### config.mk
export PLATFORM = sky130hd
export DESIGN_NAME = seg7_scan_driver
export DESIGN_NICKNAME = d
export VERILOG_FILES = /design/src/rtl/seg7_scan_driver_pkg.sv /design/src/rtl/seg7_hex_decode.sv /design/src/rtl/seg7_scan_driver.sv
export SDC_FILE = /design/constraint.sdc
export NUM_CORES = 1
export LEC_CHECK = 0
export ABC_AREA = 1
export CAP_MARGIN = 10
export CORE_MARGIN = 8
export CORE_UTILIZATION = 49
export DETAILED_ROUTE_END_ITERATION = 8
export PLACE_DENSITY = 0.77
export SYNTH_ARGS = -nofsm -noshare
export SYNTH_HDL_FRONTEND = slang
export SYNTH_SLANG_ARGS = --single-unit
### constraint.sdc
create_clock -name clk -period 2.33 [get_ports clk]
set_clock_uncertainty 0.15 [all_clocks]
set_input_delay 0.233 -clock clk [delete_from_list [all_inputs] [get_ports clk]]
set_output_delay 0.233 -clock clk [all_outputs]
set_load 0.02 [all_outputs]
### src/rtl/seg7_scan_driver_pkg.sv
// Shared 7-segment definitions: segment codes (g..a, active-high), dp bit index
// and a width helper used by the scan driver and its decoder.
package seg7_scan_driver_pkg;

  localparam logic [6:0] SEG_0     = 7'h3F;
  localparam logic [6:0] SEG_1     = 7'h06;
  localparam logic [6:0] SEG_2     = 7'h5B;
  localparam logic [6:0] SEG_3     = 7'h4F;
  localparam logic [6:0] SEG_4     = 7'h66;
  localparam logic [6:0] SEG_5     = 7'h6D;
  localparam logic [6:0] SEG_6     = 7'h7D;
  localparam logic [6:0] SEG_7     = 7'h27;
  localparam logic [6:0] SEG_8     = 7'h7F;
  localparam logic [6:0] SEG_9     = 7'h6F;
  localparam logic [6:0] SEG_A     = 7'h77;
  localparam logic [6:0] SEG_B     = 7'h7C;
  localparam logic [6:0] SEG_C     = 7'h39;
  localparam logic [6:0] SEG_D     = 7'h5E;
  localparam logic [6:0] SEG_E     = 7'h79;
  localparam logic [6:0] SEG_F     = 7'h71;
  localparam logic [6:0] SEG_BLANK = 7'h00;
  localparam int         DP_BIT    = 7;

  // Counter width that stays at least one bit for degenerate parameter values.
  function automatic int clog2_min1(input int value);
    return (value > 1) ? $clog2(value) : 1;
  endfunction

endpackage

### src/rtl/seg7_hex_decode.sv
// Combinational nibble to 7-segment decoder; 10..15 show as A b C d E F only
// when hex mode is enabled, otherwise they are blank.
module seg7_hex_decode
  import seg7_scan_driver_pkg::*;
(
  input  logic [3:0] nibble_i,
  input  logic       hex_en_i,
  output logic [6:0] seg_o
);

  always_comb begin
    seg_o = SEG_BLANK;
    case (nibble_i)
      4'h0: seg_o = SEG_0;
      4'h1: seg_o = SEG_1;
      4'h2: seg_o = SEG_2;
      4'h3: seg_o = SEG_3;
      4'h4: seg_o = SEG_4;
      4'h5: seg_o = SEG_5;
      4'h6: seg_o = SEG_6;
      4'h7: seg_o = SEG_7;
      4'h8: seg_o = SEG_8;
      4'h9: seg_o = SEG_9;
      4'hA: seg_o = hex_en_i ? SEG_A : SEG_BLANK;
      4'hB: seg_o = hex_en_i ? SEG_B : SEG_BLANK;
      4'hC: seg_o = hex_en_i ? SEG_C : SEG_BLANK;
      4'hD: seg_o = hex_en_i ? SEG_D : SEG_BLANK;
      4'hE: seg_o = hex_en_i ? SEG_E : SEG_BLANK;
      4'hF: seg_o = hex_en_i ? SEG_F : SEG_BLANK;
      default: seg_o = SEG_BLANK;
    endcase
  end

endmodule

### src/rtl/seg7_scan_driver.sv
// Time-multiplexed DIGITS-wide 7-segment driver: per-frame input snapshot,
// leading-zero blanking, hex mode, decimal points and per-digit blink.
module seg7_scan_driver
  import seg7_scan_driver_pkg::*;
#(
  parameter int DIGITS       = 8,
  parameter int CLK_DIV      = 50000,
  parameter int BLINK_FRAMES = 64
) (
  input  logic                  clk,
  input  logic                  rst,
  input  logic [4*DIGITS-1:0]   bcd_in,
  input  logic [DIGITS-1:0]     dp_in,
  input  logic [DIGITS-1:0]     blink_mask,
  input  logic                  blank_lz,
  input  logic                  hex_en,
  output logic [7:0]            seg_out,
  output logic [DIGITS-1:0]     digit_sel,
  output logic                  frame_tick
);

  localparam int CNT_W = clog2_min1(CLK_DIV);
  localparam int IDX_W = clog2_min1(DIGITS);
  localparam int BLK_W = clog2_min1(BLINK_FRAMES);
  localparam logic [CNT_W-1:0] CNT_LAST = CNT_W'(CLK_DIV - 1);
  localparam logic [IDX_W-1:0] IDX_LAST = IDX_W'(DIGITS - 1);
  localparam logic [BLK_W-1:0] BLK_LAST = BLK_W'(BLINK_FRAMES - 1);

  logic [CNT_W-1:0]    cnt_q, cnt_d;
  logic [IDX_W-1:0]    idx_q, idx_d;
  logic [BLK_W-1:0]    blk_cnt_q, blk_cnt_d;
  logic                blk_ph_q, blk_ph_d;
  logic                started_q, started_d;
  logic [4*DIGITS-1:0] snap_bcd_q, snap_bcd_d;
  logic [DIGITS-1:0]   snap_dp_q, snap_dp_d;
  logic [DIGITS-1:0]   snap_mask_q, snap_mask_d;
  logic [7:0]          seg_q, seg_d;
  logic [DIGITS-1:0]   sel_q, sel_d;
  logic                tick_q, tick_d;

  logic [3:0]          cur_nib;
  logic                cur_dp, cur_mask, cur_lz, zero_run;
  logic [DIGITS-1:0]   lz_vec;
  logic [6:0]          dec_seg;

  seg7_hex_decode u_dec (
    .nibble_i (cur_nib),
    .hex_en_i (hex_en),
    .seg_o    (dec_seg)
  );

  always_comb begin
    cnt_d       = cnt_q;
    idx_d       = idx_q;
    blk_cnt_d   = blk_cnt_q;
    blk_ph_d    = blk_ph_q;
    started_d   = started_q;
    snap_bcd_d  = snap_bcd_q;
    snap_dp_d   = snap_dp_q;
    snap_mask_d = snap_mask_q;

    if (cnt_q == CNT_LAST) begin
      cnt_d = '0;
      if (idx_q == IDX_LAST) begin
        // Frame boundary: take a coherent snapshot and advance the blink timer.
        idx_d       = '0;
        started_d   = 1'b1;
        snap_bcd_d  = bcd_in;
        snap_dp_d   = dp_in;
        snap_mask_d = blink_mask;
        if (blk_cnt_q == BLK_LAST) begin
          blk_cnt_d = '0;
          blk_ph_d  = ~blk_ph_q;
        end else begin
          blk_cnt_d = blk_cnt_q + BLK_W'(1);
        end
      end else begin
        idx_d = idx_q + IDX_W'(1);
      end
    end else begin
      cnt_d = cnt_q + CNT_W'(1);
    end
  end

  always_comb begin
    // lz_vec[i] is set when every snapshot nibble from i upward is zero.
    zero_run = 1'b1;
    lz_vec   = '0;
    for (int i = DIGITS - 1; i >= 0; i--) begin
      zero_run  = zero_run && (snap_bcd_q[4*i +: 4] == 4'h0);
      lz_vec[i] = zero_run;
    end

    cur_nib  = 4'h0;
    cur_dp   = 1'b0;
    cur_mask = 1'b0;
    cur_lz   = 1'b0;
    sel_d    = '0;
    for (int i = 0; i < DIGITS; i++) begin
      if (IDX_W'(i) == idx_q) begin
        cur_nib  = snap_bcd_q[4*i +: 4];
        cur_dp   = snap_dp_q[i];
        cur_mask = snap_mask_q[i];
        cur_lz   = (i != 0) && lz_vec[i];
        sel_d[i] = 1'b1;
      end else begin
        sel_d[i] = 1'b0;
      end
    end

    seg_d         = 8'h00;
    seg_d[DP_BIT] = cur_dp;
    if (blank_lz && cur_lz) begin
      seg_d[6:0] = SEG_BLANK;
    end else begin
      seg_d[6:0] = dec_seg;
    end
    if (blk_ph_q && cur_mask) begin
      seg_d = 8'h00;
    end else begin
      seg_d = seg_d;
    end

    tick_d = started_q && (cnt_q == '0) && (idx_q == '0);
  end

  always_ff @(posedge clk) begin
    if (rst) begin
      cnt_q       <= '0;
      idx_q       <= '0;
      blk_cnt_q   <= '0;
      blk_ph_q    <= 1'b0;
      started_q   <= 1'b0;
      snap_bcd_q  <= '0;
      snap_dp_q   <= '0;
      snap_mask_q <= '0;
      seg_q       <= 8'h00;
      sel_q       <= '0;
      tick_q      <= 1'b0;
    end else begin
      cnt_q       <= cnt_d;
      idx_q       <= idx_d;
      blk_cnt_q   <= blk_cnt_d;
      blk_ph_q    <= blk_ph_d;
      started_q   <= started_d;
      snap_bcd_q  <= snap_bcd_d;
      snap_dp_q   <= snap_dp_d;
      snap_mask_q <= snap_mask_d;
      seg_q       <= seg_d;
      sel_q       <= sel_d;
      tick_q      <= tick_d;
    end
  end

  assign seg_out    = seg_q;
  assign digit_sel  = sel_q;
  assign frame_tick = tick_q;

endmodule
==> impl_metrics.ini, run 1 <==
[yosys]
syn_nets = 674
ys_seq_area_share_pct = 42.03
netlist_instances = 613
synth_xor_area_share_pct = 0.7995
synth_edf_count = 0
ys_types = 43
synthAdderAreaFrac_pct = 2.570
synthSimpleGateAreaFrac_pct = 25.41
muxShareOfSynthArea_pct = 0
synthTopCellsByCount = dfxtp_1 (92), nand2_1 (92), inv_1 (90)
synth_top_family_by_area = simple AND/OR/NAND/NOR gates
avgSynthCellArea_sq_um = 7.148
synth_top_area_cell = dfxtp_1
ys.flop_type = dfxtp_1
synth_compound_area_share_pct = 18.25
netlist_area_sq_mm = 0.004382
ys.warnings.count = 0
ys_ff_latch = 92
ys_async_sr_fraction_pct = 0
yosys.area.top_type_share_pct = 42.03
synth_area_leaders = dfxtp_1 (42%), o21ai_0 (8.5%), nand2_1 (7.9%)

[hold_path]
hold_depth = 3
hold_path_startpoint = dp_in[2]
min_path_type = in -> reg
hold_end = snap_dp_q[2]

[detailed_routing]
viasPerCell = 5.288
wl_microns = 11730
dr.pass1.iters = 5
drc = 0
wire_per_inst_microns = 14.45
ant_nets = 0
num_vias = 4294
dr.first_iter.drc_count = 186

[clocking]
cts_made_buffers = 9
cts_tree = yes
clockRootBuffer = clkbuf_8
clockBufferDepth = 2
path_clk_slew_ns = 0.09
clk-insertion-delay-late_ns = 0.37
cts_htree_levels = 3
clock-sinks = 92
hold_buffers = 0

[setup_path]
path_class = reg -> reg
slowest_stage = dfxtp_4
end_kind = flip-flop
cp_data_required_time_ns = 2.44
cp_data_arrival_time_ns = 2.36
worstRegToRegCells = 15
cp_cell_sequence = ha_4 > ha_4 > buf_4 > a21oi_2 > nand2_1 > nand2_1 > nand2_1 > nand2_2 > nand2_2 > nand2_4 > nor2_4 > o21ai_1 > nand2_2 > nor2_1 > a21oi_1
reg2reg_to = seg_out[6]
start_kind = flip-flop
r2r_slack_ns = 0.08
cpPeakStageDelay_ns = 0.39
cp.buffers_inverters = 1
crit_family = simple AND/OR/NAND/NOR gates
r2r_start = idx_q[0]
path_max_fanout = 4

[layout]
drive_gt1_share_pct = 16.05
syn2layout_area_growth_pct = 32.27
utilization_pct = 66.78
fin_nets = 760
antenna_cells = 0

[power]
power_density_mw_per_mm2 = 517.6
power.internal_mw = 2.376
clkPwrFrac_pct = 41.3
p_seq_share_pct = 52.8
leakage_nw = 2.398
switching_share_pct = 20.79
switchingPower_mw = 0.6237
vdd_drop_max_mv = 0.2889
combPwrFrac_pct = 5.9

[status]
status = finished clean

[global_route]
grt_overflow_total = 0
track_usage_pct = 18.25
antenna_found_initial = 0
grt_pass1_vias = 4022
grt_max_degree = 30
grt_pass1_wl_microns = 18860

[timing]
finalHoldViolCount = 0
fmax_mhz = 445.2
max_slew.worst_pin.slew_ns = 0.3170
fin_ws_ns = 0.08358
maxSlewViolCount = 0
setup_viol = 0
period_minus_slack_ns = 2.246
fin_crit_sh_pct = 96.41
slew_headroom_pct = 78.64
rsz0062_at_grt = yes
finalSetupTns_ns = 0

[floorplanning]
coreArea_sq_mm = 0.008678
io_pins = 69
die_w_microns = 110.6
design.die.area_sq_mm = 0.01222
row_count = 34
start_util_pct = 50.49
fp.dieH_microns = 110.6

[placement]
place_ws_ns = -0.1307
routabilityCongestion = 0.9162
post-dp-hpwl_microns = 8451
numPortBuffers = 68

[job]
drv_cap = 0
==> cell usage in the layout (no fill, tap or decap), drive strengths merged, types with 2 or more instances in the layout <==
| master | instances |
|---|---|
| inv | 97 |
| xor2 | 4 |
| nor3 | 7 |
| a211oi | 3 |
| nor2 | 83 |
| or2 | 2 |
| nor4 | 5 |
| nand4 | 12 |
| nor3b | 5 |
| nand2 | 101 |
| clkinv | 2 |
| dfxtp | 92 |
| nand3 | 21 |
| o22ai | 2 |
| a21boi | 2 |
| o21ai | 78 |
| bufinv | 2 |
| clkdlybuf4s50 | 68 |
| ha | 9 |
| clkbuf | 12 |
| a21oi | 63 |
| o211ai | 2 |
| buf | 27 |
==> power by group through the flow <==
stage / logic, mW / clock network (mW) / registers (mW)
finish: 0.177 / 1.24 / 1.58
global route: 0.193 / 1.33 / 1.59
CTS: 0.177 / 1.25 / 1.59
detailed placement: 0.176 / 0 / 1.62
global placement: 0.175 / 0 / 1.62
floorplan: 0.0456 / 0 / 1.63
==> how the worst max path moves through the flow <==
| stage | from | to | depth (start not counted) |
|---|---|---|---|
| CTS | idx_q[0] | seg_out[2] | 15 |
| floorplan | idx_q[2] | seg_out[2] | 17 |
| detailed placement | idx_q[1] | seg_out[3] | 18 |
| global route | idx_q[0] | seg_out[6] | 20 |
| global placement | idx_q[1] | seg_out[2] | 17 |
| finish | idx_q[0] | seg_out[6] | 15 |
==> worst reg2reg max path: stages, from the launching register on <==
cell and delay (ns):
dfxtp_4 0.39, ha_4 0.18, ha_4 0.18, buf_4 0.16, a21oi_2 0.14, nand2_1 0.07
nand2_1 0.05, nand2_1 0.07, nand2_2 0.11, nand2_2 0.07, nand2_4 0.12, nor2_4 0.05
o21ai_1 0.12, nand2_2 0.09, nor2_1 0.11, a21oi_1 0.07
==> cell families after synthesis <==
| logic type | count (synthesis) |
|---|---|
| and+or+nand+nor | 237 |
| DFF | 92 |
| AOI/OAI and AO/OA | 153 |
| adders and majority gates | 9 |
| buffers and inverters | 118 |
| xor gates and xnor gates | 4 |
==> flip-flops by register name, summed over array words and instances, names as in the netlist <==
signal and cells:
snap_mask_q 8, snap_dp_q 8, frame_tick 1, blk_cnt_q 6, cnt_q 16, seg_out 8
blk_ph_q 1, started_q 1, snap_bcd_q 32, digit_sel 8, idx_q 3
==> per-stage QoR <==
stage | total power [mW] | hold WS (ns) | instance area, sq um | std cells
2_1_floorplan | 1.678 | 0.1666 | 4382 | 613
6_report | 3.000 | 0.2982 | 5796 | 812
3_5_place_dp | 1.800 | 0.2929 | 5290 | 789
3_3_place_gp | 1.798 | 0.2929 | 5290 | 789
4_1_cts | 3.013 | 0.2998 | 5569 | 805
5_1_grt | 3.105 | 0.3128 | 5796 | 812
==> cell type report <==
cell class,instances,area [sq um]
timing repair inverter,1,7.507
fill,711,2883
multi-input combinational,403,2258
tap,108,135.1
clock buffer,12,165.2
timing repair buffer,95,924.6
clock inverter,4,70.07
sequential,92,1851
inverter,97,384.1
==> repair_timing <==
item | in CTS | in global routing
setup buffers | 0 | 6
resized for setup | 14 | 51
pin swaps | 1 | 11
endpoints found under the setup margin | 7 | 31
cloned | 0 | 1
==> routing by layer <==
layer  share of wire [%]  global-route usage, %  vias up
met2                  50                  31.24      141
met5                   0                      0        -
met1                  42                  21.99     1980
met3                 6.2                  3.950       26
li1                    -                      -     2147
met4                 1.7                  6.216        0
Power figures use the tool's default switching activity.
==> run 2, diff against run 1 <==
--- a/config.mk
+++ b/config.mk
@@ -7,10 +7,10 @@
 export LEC_CHECK = 0
 export ABC_AREA = 1
 export CAP_MARGIN = 10
-export CORE_MARGIN = 8
 export CORE_UTILIZATION = 49
 export DETAILED_ROUTE_END_ITERATION = 8
 export PLACE_DENSITY = 0.77
+export SLEW_MARGIN = 30
 export SYNTH_ARGS = -nofsm -noshare
 export SYNTH_HDL_FRONTEND = slang
 export SYNTH_SLANG_ARGS = --single-unit
==> impl_metrics.ini, run 2 (synthesis results as in run 1) <==
[setup_path]
path_max_fanout = 5
cp_data_required_time_ns = 2.44
start_kind = flip-flop
cp_data_arrival_time_ns = 2.32
end_kind = flip-flop
path_class = reg -> reg

[global_route]
track_usage_pct = 23.82
antenna_found_initial = 0
grt_overflow_total = 0
grt_pass1_vias = 4034
grt_max_degree = 71
grt_pass1_wl_microns = 17230

[clocking]
clk-insertion-delay-late_ns = 0.36
clockRootBuffer = clkbuf_8
cts_htree_levels = 3
path_clk_slew_ns = 0.09
clock-sinks = 92
cts_made_buffers = 9
clockBufferDepth = 2
cts_tree = yes

[layout]
largest_reg_flops = 32
final_common_cell = dfxtp_1
syn2layout_area_growth_pct = 28.47
top_register = snap_bcd_q
final.fill_count = 777
drive_gt1_share_pct = 15.04
fin_nets = 754
reg_top3 = snap_bcd_q (32), cnt_q (16)
multi_input_area_sq_mm = 0.002200
antenna_cells = 0
seq_area_sq_mm = 0.001851
final_cell_mix = dfxtp_1 (89), inv_1 (84), nand2_1 (80)

[timing]
rsz0062_at_grt = yes
maxSlewViolCount = 0
fin_crit_sh_pct = 94.83
fin_hold_ws_ns = 0.3058
max_slew.worst_pin.slew_ns = 0.3243
fmax_mhz = 452.6
setup_viol = 0
slew_headroom_pct = 78.22
period_minus_slack_ns = 2.210
finalHoldViolCount = 0
fin_ws_ns = 0.1204

[floorplanning]
start_util_pct = 50.49
io_pins = 69
die_w_microns = 96.57
coreArea_sq_mm = 0.008678
design.die.area_sq_mm = 0.009325
row_count = 34
fp.dieH_microns = 96.57

[status]
status = finished clean

[placement]
post-dp-hpwl_microns = 7890
numPortBuffers = 68
routabilityCongestion = 0.9627
place_ws_ns = -0.1144

[power]
vdd_drop_max_mv = 0.3123
power_density_mw_per_mm2 = 509.0
leakage_nw = 2.311

[detailed_routing]
num_vias = 4211
dr.first_iter.drc_count = 268
viasPerCell = 5.225
dr.pass1.iters = 5
wire_per_inst_microns = 13.20
drc = 0
ant_nets = 0
wl_microns = 10640

[job]
drv_cap = 0

[hold_path]
min_path_type = in -> reg
[run 2: timing repair]
action,CTS,global route
pin swaps,0,10
setup buffers,0,3
hold buffers,0,0
setup endpoints to repair,7,10
resized for setup,7,45
[run 2: worst max-delay path, stage by stage (launching register included)]
cell     delay, ns
dfxtp_4       0.38
inv_4         0.10
ha_4          0.16
inv_1         0.06
nor2_4        0.12
nand3_1       0.08
nand2_1       0.08
nand2_1       0.05
nand2_1       0.06
nand2_1       0.05
nand2_1       0.08
nand2_2       0.07
a21oi_2       0.24
nor2_4        0.09
nand2_2       0.07
nand3_1       0.09
nor2_2        0.11
a21oi_2       0.06
[run 2: final cells by class]
| class | instances | share of cell area (%) |
|---|---|---|
| sequential | 92 | 32.87 |
| tap | 108 | 2.401 |
| timing repair buffer | 90 | 15.25 |
| inverter | 97 | 6.824 |
| clock inverter | 5 | 1.067 |
| clock buffer | 11 | 2.512 |
| multi-input combinational | 403 | 39.08 |
[run 2: worst paths after layout]
kind	cells after the start	start	to	slack (ns)
worst max-delay path	17	idx_q[0]	seg_out[3]	0.12
worst min register to register	2	snap_dp_q[3]	snap_dp_q[3]	0.31
worst max register to register	17	idx_q[0]	seg_out[3]	0.12
worst min-delay path	3	dp_in[4]	snap_dp_q[4]	0.31
[run 2: stage by stage]
stage	std cells	util (%)	setup TNS (ns)	cell area [sq um]	total power, mW
2_1_floorplan	613	-	0	4382	1.678
3_3_place_gp	787	60.50	0	5250	1.796
3_5_place_dp	787	60.50	-0.5085	5250	1.798
4_1_cts	803	63.06	0	5473	2.879
5_1_grt	806	64.86	-0.2899	5629	2.959
6_report	806	64.86	0	5629	2.865
[run 2: layer usage]
layer / GRT usage, % / wire length (microns) / up-vias
met5: 0 / 0 / -
met4: 10.29 / 223 / 0
met3: 3.130 / 596 / 23
met2: 41.73 / 5159 / 126
met1: 29.14 / 4661 / 1927
li1: - / - / 2135
[run 2: power breakdown]
group	switching [mW]	internal, mW	total, mW	leakage, nW
combinational	0.0680	0.108	0.176	1.47
sequential	0.00525	1.58	1.58	0.746
clock	0.575	0.530	1.10	0.0999
==> run 3, diff against run 2 <==
--- a/config.mk
+++ b/config.mk
@@ -7,6 +7,7 @@
 export LEC_CHECK = 0
 export ABC_AREA = 1
 export CAP_MARGIN = 10
+export CORE_MARGIN = 5
 export CORE_UTILIZATION = 49
 export DETAILED_ROUTE_END_ITERATION = 8
 export PLACE_DENSITY = 0.77
==> impl_metrics.ini, run 3 (synthesis results as in run 1) <==
[timing]
slew_headroom_pct = 76.51
finalHoldViolCount = 0
maxSlewViolCount = 0
rsz0062_at_grt = yes
max_slew.worst_pin.slew_ns = 0.3510
setup_viol = 0
fin_hold_ws_ns = 0.2998
fmax_mhz = 437.5
fin_crit_sh_pct = 98.10
period_minus_slack_ns = 2.286

[setup_path]
cp_common_cell = nand2_1
reg2reg_to = seg_out[2]
r2r_start = idx_q[1]
cp_data_required_time_ns = 2.44
cp_data_arrival_time_ns = 2.39
path_max_fanout = 7
slowest_stage = dfxtp_4
cpPeakStageDelay_ns = 0.40
end_kind = flip-flop
cp_cell_sequence = inv_4 > ha_4 > buf_6 > nor2_1 > nand2_1 > nand3_1 > nand2_1 > nand2_1 > nand2_1 > nand2_1 > nand2_1 > nand2_2 > nand2_4 > nand2_2 > inv_1 > nand2_2 > nand2_2 > nor3_2 > nor2_1
path_class = reg -> reg
crit_start = idx_q[1]
crit_end = seg_out[2]
worstRegToRegCells = 19
start_kind = flip-flop
r2r_slack_ns = 0.04

[layout]
antenna_cells = 0
final_cell_mix = dfxtp_1 (89), inv_1 (84), nand2_1 (78)
syn2layout_area_growth_pct = 31.13
fin_nets = 756
drive_gt1_share_pct = 15.76
final.fill_count = 746
largest_reg_flops = 32
final_common_cell = dfxtp_1
top_register = snap_bcd_q
fin_cells = 806
reg_top3 = snap_bcd_q (32), cnt_q (16)

[placement]
routabilityCongestion = 0.9343
placedCellCount = 788
post-dp-hpwl_microns = 8201
numPortBuffers = 68

[clocking]
cts_made_buffers = 9
clock-sinks = 92
path_clk_slew_ns = 0.08
cts_htree_levels = 3
clockBufferDepth = 2
clockRootBuffer = clkbuf_8
clk-insertion-delay-late_ns = 0.36
cts_tree = yes

[global_route]
grt_max_degree = 63
antenna_found_initial = 0
grt_pass1_vias = 4167
grt_overflow_total = 0
grt_pass1_wl_microns = 18610
track_usage_pct = 20.25

[power]
leakage_nw = 2.344
power_density_mw_per_mm2 = 492.2
vdd_drop_max_mv = 0.3081
report.power.total_mw = 2.828

[floorplanning]
start_util_pct = 50.24
fp.dieH_microns = 104.6
design.die.area_sq_mm = 0.01093
row_count = 34
io_pins = 69
coreArea_sq_mm = 0.008721
die_w_microns = 104.6

[job]
drv_cap = 0

[hold_path]
hold_path_startpoint = snap_mask_q[6]
min_path_type = reg -> reg

[detailed_routing]
dr.pass1.iters = 6
wire_per_inst_microns = 14.44
dr.first_iter.drc_count = 180
num_vias = 4289
drc = 0
viasPerCell = 5.321
ant_nets = 0
wl_microns = 11640

[status]
status = finished clean
run 3: where the power goes:
part	internal (mW)	switching, mW	leakage [nW]	total (mW)
Clock	0.542	0.523	0.0983	1.06
Combinational	0.108	0.0708	1.50	0.179
Sequential	1.58	0.00533	0.746	1.58
Total	2.23	0.599	2.34	2.83
run 3: critical path: cells and delay by family (launching register included):
| family | cells | cell delay (ns) |
|---|---|---|
| buffers and inverters | 3 | 0.26 |
| and+or+nand+nor | 15 | 1.20 |
| adders and majority gates | 1 | 0.18 |
| DFF | 1 | 0.40 |
run 3: worst min path at each step:
stage / endpoint / slack, ns / depth (start not counted)
after floorplan: digit_sel[0] / 0.17 / 1
after global placement: snap_mask_q[6] / 0.28 / 2
after detailed placement: snap_mask_q[6] / 0.29 / 2
after CTS: snap_bcd_q[11] / 0.30 / 3
after global routing: snap_bcd_q[11] / 0.30 / 3
final: snap_mask_q[6] / 0.30 / 2
run 3: timing repair:
item	in CTS	in global routing
buffers inserted	0	4
hold buffers	0	0
setup endpoints to repair	7	20
pin swaps	0	10
resized for setup	8	66
run 3: metrics by stage:
stage / area [sq um] / util, % / setup TNS [ns] / setup slack, ns
floorplan: 4382 / - / 0 / 0.1535
global placement: 5270 / 60.43 / 0 / 0.02634
detailed placement: 5270 / 60.43 / -0.05638 / -0.01941
CTS: 5483 / 62.87 / 0 / 0.0004547
global route: 5746 / 65.88 / -0.3880 / -0.09166
finish: 5746 / 65.88 / 0 / 0.04420
run 3: area by class of cell:
| class | count | area, sq um | share of cell area, % |
|---|---|---|---|
| tap | 108 | 135.1 | 2.352 |
| inverter | 97 | 389.1 | 6.773 |
| multi-input combinational | 403 | 2287 | 39.81 |
| clock buffer | 12 | 155.1 | 2.700 |
| clock inverter | 2 | 35.03 | 0.6098 |
| timing repair buffer | 92 | 893.4 | 15.55 |
| sequential | 92 | 1851 | 32.21 |
run 3: routing by layer:
layer	GRT usage (%)	share of wire (%)	vias up
met1	24.80	42	1977
met2	34.80	51	136
li1	-	-	2138
met5	0	0	-
met4	7.956	2.6	0
met3	4.192	5.3	38
==> RTL change 1 (config.mk and constraints of run 2) <==
Register the inputs `bcd_in`, `dp_in`, `blink_mask`, `blank_lz` and `hex_en` before use, without a reset. The logic sees them one clock later.
--- a/src/rtl/seg7_scan_driver.sv
+++ b/src/rtl/seg7_scan_driver.sv
@@ -26,6 +26,20 @@
   localparam logic [IDX_W-1:0] IDX_LAST = IDX_W'(DIGITS - 1);
   localparam logic [BLK_W-1:0] BLK_LAST = BLK_W'(BLINK_FRAMES - 1);
 
+  logic [4*DIGITS-1:0] bcd_q;
+  logic [DIGITS-1:0] dp_q;
+  logic [DIGITS-1:0] blink_mask_q;
+  logic blank_lz_q;
+  logic hex_en_q;
+
+  always_ff @(posedge clk) begin
+    bcd_q        <= bcd_in;
+    dp_q         <= dp_in;
+    blink_mask_q <= blink_mask;
+    blank_lz_q   <= blank_lz;
+    hex_en_q     <= hex_en;
+  end
+
   logic [CNT_W-1:0]    cnt_q, cnt_d;
   logic [IDX_W-1:0]    idx_q, idx_d;
   logic [BLK_W-1:0]    blk_cnt_q, blk_cnt_d;
@@ -45,7 +59,7 @@
 
   seg7_hex_decode u_dec (
     .nibble_i (cur_nib),
-    .hex_en_i (hex_en),
+    .hex_en_i (hex_en_q),
     .seg_o    (dec_seg)
   );
 
@@ -65,9 +79,9 @@
         // Frame boundary: take a coherent snapshot and advance the blink timer.
         idx_d       = '0;
         started_d   = 1'b1;
-        snap_bcd_d  = bcd_in;
-        snap_dp_d   = dp_in;
-        snap_mask_d = blink_mask;
+        snap_bcd_d  = bcd_q;
+        snap_dp_d   = dp_q;
+        snap_mask_d = blink_mask_q;
         if (blk_cnt_q == BLK_LAST) begin
           blk_cnt_d = '0;
           blk_ph_d  = ~blk_ph_q;
@@ -110,7 +124,7 @@
 
     seg_d         = 8'h00;
     seg_d[DP_BIT] = cur_dp;
-    if (blank_lz && cur_lz) begin
+    if (blank_lz_q && cur_lz) begin
       seg_d[6:0] = SEG_BLANK;
     end else begin
       seg_d[6:0] = dec_seg;
Function: same outputs for any inputs over 10 cycles, from zero or initial values and one cycle with rst high; that may be too few to reach the edited logic, so the function may still have changed.
==> RTL change 1 against run 2 <==
Synthesized area increased by 26%. Sequential share of layout area rose by 7.0 points. Sequential cell count increased by 50. Setup slack worse by 0.013 ns. Core utilization increased by 0.46 points. Design area is 27% higher. Total power rose by 95%. Largest power group is now the clock network. Routed wire length rose by 12%.
==> RTL change 1: results <==
export IMPL_status="complete, no violations"
export IMPL_hold_class="in -> reg"
export IMPL_antenna_found_initial=0
export IMPL_drt_pass1_iter_count=4
export IMPL_port_buffers=68
export IMPL_numCtsBuffers=17
export IMPL_synth_nets=724
export IMPL_drt_total_wl_um=11900
export IMPL_ff2ff_path_depth=11
export IMPL_synth_area_leaders="dfxtp_1 51%, o21ai_0 6.5%, nand2_1 6.1%"
export IMPL_synth_cell_types=41
export IMPL_via_count=4551
export IMPL_htreeDepth=4
export IMPL_dr_first_iter_drc_count=209
export IMPL_grt_pass1_wl_um=19400
export IMPL_critPathLaunch="idx_q[1]$_SDFFE_PP0N_"
export IMPL_clkLatencyLatePin_ns=0.41
export IMPL_crit_arrival_ns=2.37
export IMPL_cts_root_buffer="clkbuf_16"
export IMPL_clkSlewWorstSetupHoldPaths_ns=0.06
export IMPL_crit_fanout=14
export IMPL_ys_flop_type="dfxtp_1"
export IMPL_grt_pass1_vias=4398
export IMPL_fin_nets=809
export IMPL_timing_hold_ws_ns=0.108
export IMPL_netlist_top_cells_count="142 x dfxtp_1, 90 x nand2_1, 79 x inv_1"
export IMPL_cp_slowest_stage_delay_ns=0.38
export IMPL_ys_seq_area_share_pct=51.4
export IMPL_hp_start="blink_mask[1]"
export IMPL_power_leakage_uw=0.00293
export IMPL_ys_warn_count=0
export IMPL_synthCells=663
export IMPL_synthArstFlopShare_pct=0
export IMPL_place_ws_ns=0.0145
export IMPL_worstMarginPinSlew_ns=0.372
export IMPL_grt_use_total_pct=21.3
export IMPL_cp_slowest_cell="dfxtp_4"
export IMPL_top_regs="bcd_q (32), snap_bcd_q (32), cnt_q (16)"
export IMPL_clockBufferDepth=2
export IMPL_drive_above_1_share_pct=16.0
export IMPL_n_antenna_cell=0
export IMPL_grt_max_degree=79
export IMPL_regToRegSetupSlack_ns=0.11
export IMPL_dpl_hpwl_um=8100
export IMPL_crit_end="blk_cnt_q[5]$_SDFFE_PP0P_"
export IMPL_peakVddDrop_mv=0.562
export IMPL_wl_per_cell_um=13.2
export IMPL_place_inst=864
export IMPL_gp_congestion=0.862
export IMPL_period_share_pct=95.4
[RTL change 1: cell count changes in the layout (fill, tap and decap cells not counted), sizes merged, moves of 3 or more]
cell / change
nor3: +3
clkbuf: +12
nand3: +11
clkinv: +4
nand2: +7
inv: -6
bufinv: +3
nor2: -14
dfxtp: +50
[RTL change 1: where the power goes]
| group | internal (µW) | total, µW | switching (µW) |
|---|---|---|---|
| Clock | 1930 | 2900 | 968 |
| Sequential | 2490 | 2500 | 17.7 |
| Combinational | 107 | 175 | 67.6 |
[RTL change 1: how the worst min path moves through the flow]
stage,depth (start not counted),to
global placement,2,snap_bcd_q[11]$_SDFFE_PP0P_
floorplan,0,bcd_q[0]$_DFF_P_
finish,1,blink_mask_q[1]$_DFF_P_
global route,1,blink_mask_q[1]$_DFF_P_
detailed placement,2,snap_bcd_q[0]$_SDFFE_PP0P_
CTS,1,bcd_q[7]$_DFF_P_
[RTL change 1: cell families (layout without fill, tap and decap cells)]
kind of cell             after synthesis  count (layout)  synth area share, %
AO/OA/AOI/OAI                        151             151                 14.9
buffers and inverters                116             214                 8.99
AND/OR/NAND/NOR                      241             241                 22.0
adder cells (fa/ha/maj)                9               9                 2.04
flip-flops                           142             142                 51.4
XOR/XNOR                               4               4                0.634
[RTL change 1: final cells by class]
type / instances / area (µm²)
Clock inverter: 9 / 155
Sequential cell: 142 / 2850
Timing Repair Buffer: 88 / 843
Clock buffer: 23 / 498
Fill cell: 876 / 3790
Inverter: 94 / 365
Tap cell: 140 / 175
Multi-Input combinational cell: 405 / 2260
[RTL change 1: repair_timing]
action	in CTS	in global routing
setup buffers	0	5
endpoints found under the setup margin	1	9
pin swaps	0	5
gates resized for setup	2	23
[RTL change 1: routing by layer]
metal | global-route usage, % | routed length [µm] | share of wire (%) | vias up
met4 | 11.0 | 316 | 2.6 | 0
li1 | - | - | - | 2313
met3 | 3.92 | 452 | 3.8 | 30
met2 | 36.4 | 6010 | 50 | 121
met1 | 25.6 | 5150 | 43 | 2087
met5 | 0 | 0 | 0 | -
[RTL change 1: critical path: cells and delay by family (launching register included)]
kind,cells,cell delay [ns]
flops,1,0.38
buf+inv,2,0.31
simple gates,6,0.64
fa+ha+maj,2,0.45
xor+xnor,1,0.16
[RTL change 1: through the flow]
stage / area, µm² / total power [µW]
finish: 7140 / 5580
global route: 7140 / 5760
CTS: 7030 / 5630
detailed placement: 6370 / 2730
global placement: 6370 / 2730
floorplan: 5530 / 2610
==> RTL change 2 (config.mk and constraints of run 2) <==
Without the edit above. Change the parameter `CLK_DIV` from 50000 to 25000.
--- a/src/rtl/seg7_scan_driver.sv
+++ b/src/rtl/seg7_scan_driver.sv
@@ -4,7 +4,7 @@
   import seg7_scan_driver_pkg::*;
 #(
   parameter int DIGITS       = 8,
-  parameter int CLK_DIV      = 50000,
+  parameter int CLK_DIV      = 25000,
   parameter int BLINK_FRAMES = 64
 ) (
   input  logic                  clk,
Behaviour: same outputs for any inputs over 10 cycles, from zero or initial values and one cycle with rst high; that may be too few to reach the edited logic, so the function may still have changed.
==> RTL change 2 against run 2 <==
Synthesized area grew 0.94%. Routed wire length grew 3.7%. Sequential cell count fell by 1. Total power is 3.3% higher. Design area rose by 0.87%. Setup slack better by 0.062 ns. Sequential share of layout area fell by 0.66 points. Clock power increased by 10%.
==> RTL change 2: results <==
export IMPL_cts_resized=1
export IMPL_drive_above_1_share_pct=14.8
export IMPL_ys_flop_type="dfxtp_1"
export IMPL_grt_max_degree=32
export IMPL_top_regs="snap_bcd_q (32), cnt_q (15)"
export IMPL_dr_first_iter_drc_count=265
export IMPL_grt_use_total_pct=23.5
export IMPL_gp_congestion=0.904
export IMPL_ys_seq_area_share_pct=41.2
export IMPL_netlist_top_cells_count="94 x nand2_1, 91 x dfxtp_1, 82 x inv_1"
export IMPL_grt_pass1_vias=3960
export IMPL_fin_nets=760
export IMPL_antenna_found_initial=0
export IMPL_power_leakage_uw=0.00227
export IMPL_placed_cell_area_um2=5260
export IMPL_place_ws_ns=-0.0531
export IMPL_syn_avg_cell_area_um2=7.11
export IMPL_status="complete, no violations"
export IMPL_via_count=4276
export IMPL_synth_nets=683
export IMPL_htreeDepth=3
export IMPL_relSlewSlack_pct=74.8
export IMPL_crit_arrival_ns=2.30
export IMPL_peakVddDrop_mv=0.372
export IMPL_dpl_hpwl_um=7900
export IMPL_synth_cell_types=37
export IMPL_grt_pass1_wl_um=18100
export IMPL_synth_area_leaders="dfxtp_1 41%, nand2_1 8.0%, inv_1 7.0%"
export IMPL_place_inst=791
export IMPL_drt_total_wl_um=11000
export IMPL_p_sw_share_pct=21.3
-- RTL change 2: changes by cell type in the layout (fill, tap and decap cells not counted), moves of 3 or more --
cell,run 2,this run
buf_4,21,17
nand2_1,80,88
o21ai_1,4,32
a21oi_2,5,0
inv_4,5,2
inv_2,7,15
o21ai_0,72,43
nor3_1,6,11
nand2_4,3,6
a21oi_4,0,3
inv_1,84,79
-- RTL change 2: final timing paths --
path / slack (ns) / start / endpoint / cells past startpoint
worst min register to register: 0.30 / cnt_q[0]$_SDFF_PP0_ / cnt_q[0]$_SDFF_PP0_ / 1
worst min-delay path: 0.30 / dp_in[1] / snap_dp_q[1]$_SDFFE_PP0P_ / 3
worst max register to register: 0.18 / idx_q[0]$_SDFFE_PP0N_ / seg_out[3]$_SDFF_PP0_ / 17
worst max-delay path: 0.18 / idx_q[0]$_SDFFE_PP0N_ / seg_out[3]$_SDFF_PP0_ / 17
-- RTL change 2: cell type report --
type	count	area, µm²
fill	731	3040
multi-input combinational	412	2270
sequential	91	1830
timing repair buffer	86	828
inverter	98	383
clock buffer	12	155
tap	108	135
clock inverter	4	72.6
timing repair inverter	1	7.51
-- RTL change 2: cells by family (layout without fill, tap and decap cells) --
kind of cell	after synthesis	after routing	share of synthesized area, %
buffers and inverters	119	201	10.7
adders and majority gates	9	9	2.55
xor gates and xnor gates	4	4	0.792
AOI/OAI and AO/OA	150	150	17.8
and+or+nand+nor	249	249	27.0
DFF	91	91	41.2
-- RTL change 2: per-stage QoR --
step | util [%] | TNS, ns
after CTS | 62.9 | 0
final | 65.1 | 0
after global placement | 60.3 | 0
after global routing | 65.1 | -0.00909
after detailed placement | 60.3 | -0.115
after floorplan | - | 0
-- RTL change 2: layer usage --
| layer | global-route usage (%) | vias up | part of all wire, % |
|---|---|---|---|
| li1 | - | 2161 | - |
| met1 | 32.5 | 1935 | 45 |
| met2 | 37.0 | 159 | 46 |
| met3 | 4.05 | 21 | 7.3 |
| met4 | 7.92 | 0 | 1.6 |
| met5 | 0 | - | 0 |
-- RTL change 2: power groups by stage --
stage	registers [µW]	clock network (µW)	logic (µW)
after CTS	1570	1220	179
final	1570	1210	179
after global routing	1570	1290	193
after detailed placement	1610	0	177
after global placement	1610	0	176
after floorplan	1610	0	48.8
-- RTL change 2: critical path, cell delays in order, from the launching register on --
cell     delay (ns)
dfxtp_4        0.38
ha_4           0.18
ha_4           0.17
inv_2          0.10
o21ai_1        0.08
inv_1          0.06
nand2_1        0.06
nand2_1        0.06
nand2_1        0.05
nand2_1        0.05
nand2_1        0.07
nand2_2        0.08
nand2_4        0.09
nor2_4         0.17
nand2_1        0.11
nand2_1        0.08
inv_1          0.04
a21oi_1        0.12
